### src/rtl/uart_controller.sv
// Sequencer that launches sub-FSMs 0..4 in order, with a fixed-length idle gap
// after each UART transfer and a closing path taken once no more items remain.
module uart_controller #(
    parameter int CNT_W    = 13,
    parameter int LAST_POS = 19
) (
    input  logic       clk,
    input  logic       reset,
    input  logic       start,
    input  logic       noMoreDone,
    input  logic       doneFSM0,
    input  logic       doneFSM1,
    input  logic       doneFSM2,
    input  logic       doneFSM3,
    input  logic       doneFSM4,
    output logic       beginFSM0,
    output logic       beginFSM1,
    output logic       beginFSM2,
    output logic       beginFSM3,
    output logic       beginFSM4,
    output logic [2:0] uartsel,
    output logic [4:0] arraypos,
    output logic       done
);

    typedef enum logic [4:0] {
        INIT, START_FSM0, WAIT_FSM0, WAIT_UART0,
        START_FSM1, WAIT_FSM1, WAIT_UART1,
        START_FSM2, WAIT_FSM2,
        START_FSM3, WAIT_FSM3, WAIT_UART3,
        START_FSM4, WAIT_FSM4, LOOPBACK,
        START_FSM3_2, WAIT_FSM3_2, WAIT_UART3_2,
        START_FSM4_2, WAIT_FSM4_2, WAIT_UART4_2,
        FINISH
    } state_t;

    localparam logic [CNT_W-1:0] GAP_END = '1;
    localparam logic [4:0]       LAST    = 5'(LAST_POS);

    state_t           r_state;
    state_t           w_next;
    logic [CNT_W-1:0] r_count;
    logic [4:0]       r_arraypos;
    logic [4:0]       w_nextArraypos;
    logic [4:0]       r_begin;
    logic [4:0]       w_begin;
    logic [2:0]       r_uartsel;
    logic [2:0]       w_uartsel;
    logic             r_done;
    logic             w_gap;
    logic             w_gapEnd;

    always_comb begin
        w_gap = (r_state == WAIT_UART0)   || (r_state == WAIT_UART1) ||
                (r_state == WAIT_UART3)   || (r_state == LOOPBACK)   ||
                (r_state == WAIT_UART3_2) || (r_state == WAIT_UART4_2);
        w_gapEnd = w_gap && (r_count == GAP_END);
    end

    always_comb begin
        w_next         = r_state;
        w_nextArraypos = r_arraypos;
        case (r_state)
            INIT:         if (start)    w_next = START_FSM0;
            START_FSM0:                 w_next = WAIT_FSM0;
            WAIT_FSM0:    if (doneFSM0) w_next = WAIT_UART0;
            WAIT_UART0:   if (w_gapEnd) w_next = START_FSM1;
            START_FSM1:                 w_next = WAIT_FSM1;
            WAIT_FSM1:    if (doneFSM1) w_next = WAIT_UART1;
            WAIT_UART1:   if (w_gapEnd) w_next = START_FSM2;
            START_FSM2:                 w_next = WAIT_FSM2;
            WAIT_FSM2: begin
                if (noMoreDone)    w_next = START_FSM3_2;
                else if (doneFSM2) w_next = START_FSM3;
            end
            START_FSM3:                 w_next = WAIT_FSM3;
            WAIT_FSM3:    if (doneFSM3) w_next = WAIT_UART3;
            // The last array slot hands off to FSM4 and rewinds the index
            WAIT_UART3: begin
                if (w_gapEnd) begin
                    if (r_arraypos == LAST) begin
                        w_next         = START_FSM4;
                        w_nextArraypos = 5'd0;
                    end else begin
                        w_next         = START_FSM1;
                        w_nextArraypos = r_arraypos + 5'd1;
                    end
                end
            end
            START_FSM4:                   w_next = WAIT_FSM4;
            WAIT_FSM4:    if (doneFSM4)   w_next = LOOPBACK;
            LOOPBACK:     if (w_gapEnd)   w_next = START_FSM1;
            START_FSM3_2:                 w_next = WAIT_FSM3_2;
            WAIT_FSM3_2:  if (doneFSM3)   w_next = WAIT_UART3_2;
            WAIT_UART3_2: if (w_gapEnd)   w_next = START_FSM4_2;
            START_FSM4_2:                 w_next = WAIT_FSM4_2;
            WAIT_FSM4_2:  if (doneFSM4)   w_next = WAIT_UART4_2;
            WAIT_UART4_2: if (w_gapEnd)   w_next = FINISH;
            FINISH:                       w_next = FINISH;
            default:                      w_next = INIT;
        endcase
    end

    // Outputs are decoded from the next state so the registers track the state
    always_comb begin
        w_begin   = 5'b00000;
        w_uartsel = 3'd0;
        case (w_next)
            START_FSM0:                             w_begin = 5'b00001;
            START_FSM1:                             w_begin = 5'b00010;
            START_FSM2:                             w_begin = 5'b00100;
            START_FSM3, START_FSM3_2:               w_begin = 5'b01000;
            START_FSM4, START_FSM4_2:               w_begin = 5'b10000;
            default:                                w_begin = 5'b00000;
        endcase
        case (w_next)
            START_FSM1, WAIT_FSM1, WAIT_UART1:      w_uartsel = 3'd1;
            START_FSM2, WAIT_FSM2:                  w_uartsel = 3'd2;
            START_FSM3, WAIT_FSM3, WAIT_UART3,
            START_FSM3_2, WAIT_FSM3_2, WAIT_UART3_2: w_uartsel = 3'd3;
            START_FSM4, WAIT_FSM4, LOOPBACK,
            START_FSM4_2, WAIT_FSM4_2, WAIT_UART4_2,
            FINISH:                                 w_uartsel = 3'd4;
            default:                                w_uartsel = 3'd0;
        endcase
    end

    always_ff @(posedge clk) begin
        if (!reset) begin
            r_state    <= INIT;
            r_count    <= '0;
            r_arraypos <= 5'd0;
            r_begin    <= 5'b00000;
            r_uartsel  <= 3'd0;
            r_done     <= 1'b0;
        end else begin
            r_state    <= w_next;
            r_count    <= (w_gap && !w_gapEnd) ? r_count + 1'b1 : '0;
            r_arraypos <= w_nextArraypos;
            r_begin    <= w_begin;
            r_uartsel  <= w_uartsel;
            r_done     <= (w_next == FINISH);
        end
    end

    assign beginFSM0 = r_begin[0];
    assign beginFSM1 = r_begin[1];
    assign beginFSM2 = r_begin[2];
    assign beginFSM3 = r_begin[3];
    assign beginFSM4 = r_begin[4];
    assign uartsel   = r_uartsel;
    assign arraypos  = r_arraypos;
    assign done      = r_done;

endmodule

### config.mk
export PLATFORM = sky130hd
export DESIGN_NAME = uart_controller
export DESIGN_NICKNAME = d
export VERILOG_FILES = /design/src/rtl/uart_controller.sv
export SDC_FILE = /design/constraint.sdc
export NUM_CORES = 1
export LEC_CHECK = 0
export ABC_CLOCK_PERIOD_IN_PS = 2500
export CAP_MARGIN = 25
export CELL_PAD_IN_SITES_DETAIL_PLACEMENT = 1
export CELL_PAD_IN_SITES_GLOBAL_PLACEMENT = 2
export CORE_MARGIN = 1.5
export CORE_UTILIZATION = 25
export CTS_BUF_LIST = sky130_fd_sc_hd__clkbuf_8
export CTS_CLUSTER_DIAMETER = 80
export DETAILED_ROUTE_END_ITERATION = 8
export GPL_TIMING_DRIVEN = 0
export HOLD_SLACK_MARGIN = 0.08
export PLACE_DENSITY_LB_ADDON = 0.1
export SLEW_MARGIN = 20
export SYNTH_ARGS = -nofsm -noshare
export SYNTH_HDL_FRONTEND = slang
export SYNTH_SLANG_ARGS = --single-unit
export TNS_END_PERCENT = 30
### constraint.sdc
create_clock -name clk -period 2.5 [get_ports clk]
set_input_delay 0.75 -clock clk [delete_from_list [all_inputs] [get_ports clk]]
set_output_delay 0.75 -clock clk [all_outputs]
set_load 0.1 [all_outputs]
# After elaboration in Yosys (flattened, before gate mapping)

Memory sizes are Yosys's and may differ from the RTL's. A register that Yosys moved wholly into a read port is not among the register bits.
Index checks and enable logic that the tools add are counted.

$add $sub $neg: 2
Reductions and logical operators: 15
Equal/unequal tests: 31
Multiplexer cells: 18

Operators with widths:

| kind                                                | number |
|---|---|
| one-hot mux 5 bit (21 select lines)                 | 1 |
| 2-to-1 mux 5 bit                                    | 15 |
| equality test 5 x 4 -> 1 bit, second input constant | 11 |
| equality test 5 bit, second input constant          | 9 |
| equality test 5 x 3 -> 1 bit, second input constant | 6 |
| one-hot mux 5 bit (5 select lines)                  | 1 |
| adder 13 x 1 -> 13 bit, second input constant       | 1 |
| equality test 13 bit, second input constant         | 1 |
| equality test 5 x 1 -> 1 bit, second input constant | 2 |
| equality test 5 x 2 -> 1 bit, second input constant | 2 |
| OR reduction 2 bit                                  | 3 |
| adder 5 x 1 -> 5 bit, second input constant         | 1 |
| logical NOT 5 bit                                   | 1 |
| logical OR 1 bit                                    | 5 |
| 2-to-1 mux 4 bit                                    | 1 |
| AND reduction 2 bit                                 | 2 |
| logical AND 1 bit                                   | 2 |
| logical NOT 1 bit                                   | 2 |

Logic and storage cells: 72
Bits in read-only memories: 96
Input bits: 9
Output and inout port bits: 14
Bits in registers: 29
Memories kept: 1

Memories:

| name            | depth | bits a word | rd ports | clocked after Yosys merged registers in | write ports | line | RTL |
|---|---|---|---|---|---|---|---|
| (no name shown) | 32    | 3           | 1        | 1                                       | 0           | 116  | `case (w_next)` |

# Logic depth before layout (Yosys ltp)

Depth after elaboration: 12
Depth in mapped cells: 10
Gate-level depth less buffers: 9

# Least setup slack after synthesis

Ideal clock, no wire load.

Kind: flip-flop to flip-flop
Start: reg r_count[0]
End: reg r_uartsel[0] (netlist: uartsel[0])
Cell stages (with the launch flop): 9
Path slack: 163 ps
Clock period less this slack: 2337 ps
Arrival: 2263 ps
Required time: 2426 ps
Path buffers: 1
Library setup time: 74 ps
Cells stage by stage: dfxtp_1 -> ha_1 -> nand4_2 -> or4_4 -> buf_6 -> mux2i_1 -> a211o_2 -> a211o_1 -> a31oi_1

Longest elaborated chain between the ends: 4
Elaborated cells between the ends (all ways): 8
Those cells by class: eq/ne: 1; mux: 6; reduce/logical: 1

RTL lines:

| what                                       | line | RTL |
|---|---|---|
| start: declaration                         | 42   | `logic [CNT_W-1:0] r_count;` |
| start signal: assignment                   | 138  | `r_count <= (w_gap && !w_gapEnd) ? r_count + 1'b1 : '0;` |
| equality test 13 bit *                     | 57   | `w_gapEnd = w_gap && (r_count == GAP_END);` |
| logical AND 1 bit *                        | 57   |  |
| 2-to-1 mux 5 bit, on equally long branches | n/a  |  |
| one-hot mux 5 bit (21 select lines) *      | 63   | `case (r_state)` |
| end: declaration                           | 47   | `logic [2:0] r_uartsel;` |

Mark *: on every way between the ends. The rest lies on a longest branch, timed or not.
A chain may end at the register's enable or synchronous reset.

# Worst setup path in the final report

Start: reg r_uartsel[2] (netlist: uartsel[2])
End: out uartsel[2]

RTL lines:

| what             | line | RTL |
|---|---|---|
| end: declaration | 21   | `output logic [2:0] uartsel,` |

No word-level cell between the ends.

==> reports/summary.txt <==
Outcome = completed
Global-route wire length before repair = 7769 µm
Area delta synth->final = 26.14%
Crit-path leading delay family = buffers and inverters
Type of the worst setup path = register to primary output
Routability cong. = 0.6907
Die Span Y = 86.95 µm
Clock share of power = 0.317
Synth Warn # = 0
Mapped cell area = 0.001762 mm²
Async set-or-reset flop fraction in the synthesized netlist = 0
1st-pass router iterations = 4
Slew margin rel. = 0.3498
Minimum clock period = 2468 ps
Longest Clk Path Bufs = 2
Hold crit path type = register to register
CTS Sinks = 32
CTS Buf Count = 5
Post-detailed-route count of antenna-violating nets = 0
N_diodes = 0
Crit-path cells = clkdlybuf4s50_1
I/O pins = 23
Pin count of the biggest net entering global routing = 11
Slew Viols, Final = 0
Hold Startpoint = r_count[0]$_SDFF_PN0_
Cell count after synthesis = 207
Worst EP required = 1750 ps
Grt total ovfl = 0
Ys flop type = dfxtp_1
Total Wirelength = 4845 µm
RSZ-0062 raised after global routing = false
Die area = 0.007559 mm²
Clk Latency, worst-skew pair = 280 ps
All-Layer GR Usage = 0.1346
CP Launch Type = register
# setup viols final = 0
Reg2Reg Launch Point = r_count[0]$_SDFF_PN0_
Period utilization = 0.9873
Most instantiated cells after synthesis = 32 x dfxtp_1, 24 x nor2_1, 15 x nand2_1, 11 x nand3_1, 10 x o21ai_0
P_sw = 0.4594 mW
CTS tree = built
Vias/cell = 4.669
Post-synthesis cell type count = 54
Number of I/O port buffers = 22
Least-Margin Pin Slew = 973.8 ps
Clock transition at path regs = 70 ps
Critical Path End Type = primary output
CP startpoint = uartsel[2]$_SDFF_PN0_
Post-synth EDFFs = 0
Number of global-route vias before repair = 1,484
Critical path's largest stage delay = 1120 ps
Row count = 30
Routed WL per cell = 14.59 µm
NumNets Final = 248
H-tree lvl count = 2
PwrDens = 615.7 mW/mm²
Logic pwr share = 0.285
Maximum fanout along the worst path = 1
Static Leakage = 0.8290 nW
Critical path data arrival time = 1720 ps
Post-DP HPWL = 3539 µm
Uppermost layer routed = met4
Ratio of cells with drive above 1 in the final layout = 0.1229
Synthesized area per cell = 8.511 µm²
Max stage delay cell, worst path = clkdlybuf4s50_1
Top post-synthesis cells by area = dfxtp_1 36%, nor2_1 5.1%, nand2_1 3.2%
Final Hold Vio Count = 0
Buf/Inv on CP = 1
Total number of vias = 1,550
DRT iter0 DRCs = 74
Final Skew = 4.052 ps
Post-route DRC = 0
Root buffer cell = clkbuf_8
Max Freq = 405.2 MHz
Die Wd = 86.95 µm
Total power = 1.368 mW
Sequential Power Share = 0.398
Routed wire length on met2 = 1896 µm
Met1 WL = 2716 µm
Worst VDD drop = 0.1809 mV
Yosys reg bits = 32
Initial antenna violation count = 0
Sw Share = 0.3358
Most frequent cell after synthesis = dfxtp_1
Starting Density = 0.2593
Number of max-cap violations = 0
Area leader, netlist = dfxtp_1
Sequential share of the synthesized area = 0.3636
Mapped Nets = 219
Yosys top cell area share = 0.3636
Hold_ws = 471.5 ps
Core footprint = 0.006794 mm²
Met3 WL = 181 µm
Internal power = 0.9088 mW
flip-flops by register name, summed over array words and instances, names as in the netlist:
signal,flops
arraypos,5
done,1
r_begin,5
r_count,13
r_state,5
uartsel,3
routing by layer:
layer  GRT usage  vias up
met5           0        -
met4     0.04399        0
met2      0.1853       24
met3     0.03128        4
met1      0.2030      729
li1            -      793
area by class of cell:
class                   count  area [µm²]
fillers                   817        4572
multi-input cells         157        1057
flip-flops and latches     32       643.1
repair buffers             22       220.2
well taps                  96       120.1
clock buffers               7       96.34
plain buffers              10       55.05
inverters                   8       30.03
power groups by stage:
stage	Combinational (mW)	Clock, mW	Sequential, mW
after floorplan	0.239	0	0.596
after global placement	0.394	0	0.556
after detailed placement	0.392	0	0.556
after CTS	0.393	0.454	0.544
after global routing	0.425	0.466	0.547
final	0.390	0.433	0.545
layout by cell type (no fill, tap or decap), types with 4 or more instances in the layout:
cell,synthesis,final
xor2_1,6,6
xnor2_1,5,5
nand3_1,11,11
nor2_1,24,24
mux2i_1,5,5
nor4bb_1,4,4
nand2_1,15,15
a21oi_1,4,4
clkdlybuf4s50_1,0,13
o21ai_0,10,10
and2_1,7,7
nand4_1,5,5
clkbuf_1,5,5
inv_1,6,6
dlygate4sd2_1,0,6
dfxtp_1,32,30
nor2b_1,9,9
clkbuf_8,0,7
per-stage QoR:
step | std cells | setup TNS (ps) | setup WS [ps] | area, µm² | util
after global placement | 325 | -470.8 | -156.8 | 2102 | 0.3094
after global routing | 332 | 0 | 0.06506 | 2222 | 0.3271
after detailed placement | 325 | -354.4 | -151.0 | 2102 | 0.3094
after floorplan | 207 | 0 | 162.8 | 1762 | -
final | 332 | 0 | 31.82 | 2222 | 0.3271
after CTS | 332 | 0 | 4.069 | 2202 | 0.3241
logic make-up (layout without fill, tap and decap cells):
| group | Yosys count | in the layout | share of synthesized area |
|---|---|---|---|
| xor gates and xnor gates | 11 | 11 | 0.05469 |
| and+or+nand+nor | 98 | 98 | 0.3224 |
| DFF | 32 | 32 | 0.3636 |
| buffers and inverters | 18 | 47 | 0.04829 |
| adders and majority gates | 3 | 3 | 0.02131 |
| muxes | 5 | 5 | 0.02841 |
| AOI/OAI and AO/OA | 40 | 40 | 0.1612 |
what timing repair did:
item,4_1_cts,5_1_grt
buffers inserted,0,0
hold buffers,0,0
setup endpoints to repair,7,5
resized for setup,8,6
worst paths after layout:
path,end,slack (ps),depth (start not counted)
setup / recovery,uartsel[2],30,1
hold / removal,r_count[0]$_SDFF_PN0_,470,1
setup reg to reg,uartsel[0]$_SDFF_PN0_,100,8
hold reg to reg,r_count[0]$_SDFF_PN0_,470,1
No activity file was read; power rests on OpenSTA's default activity.
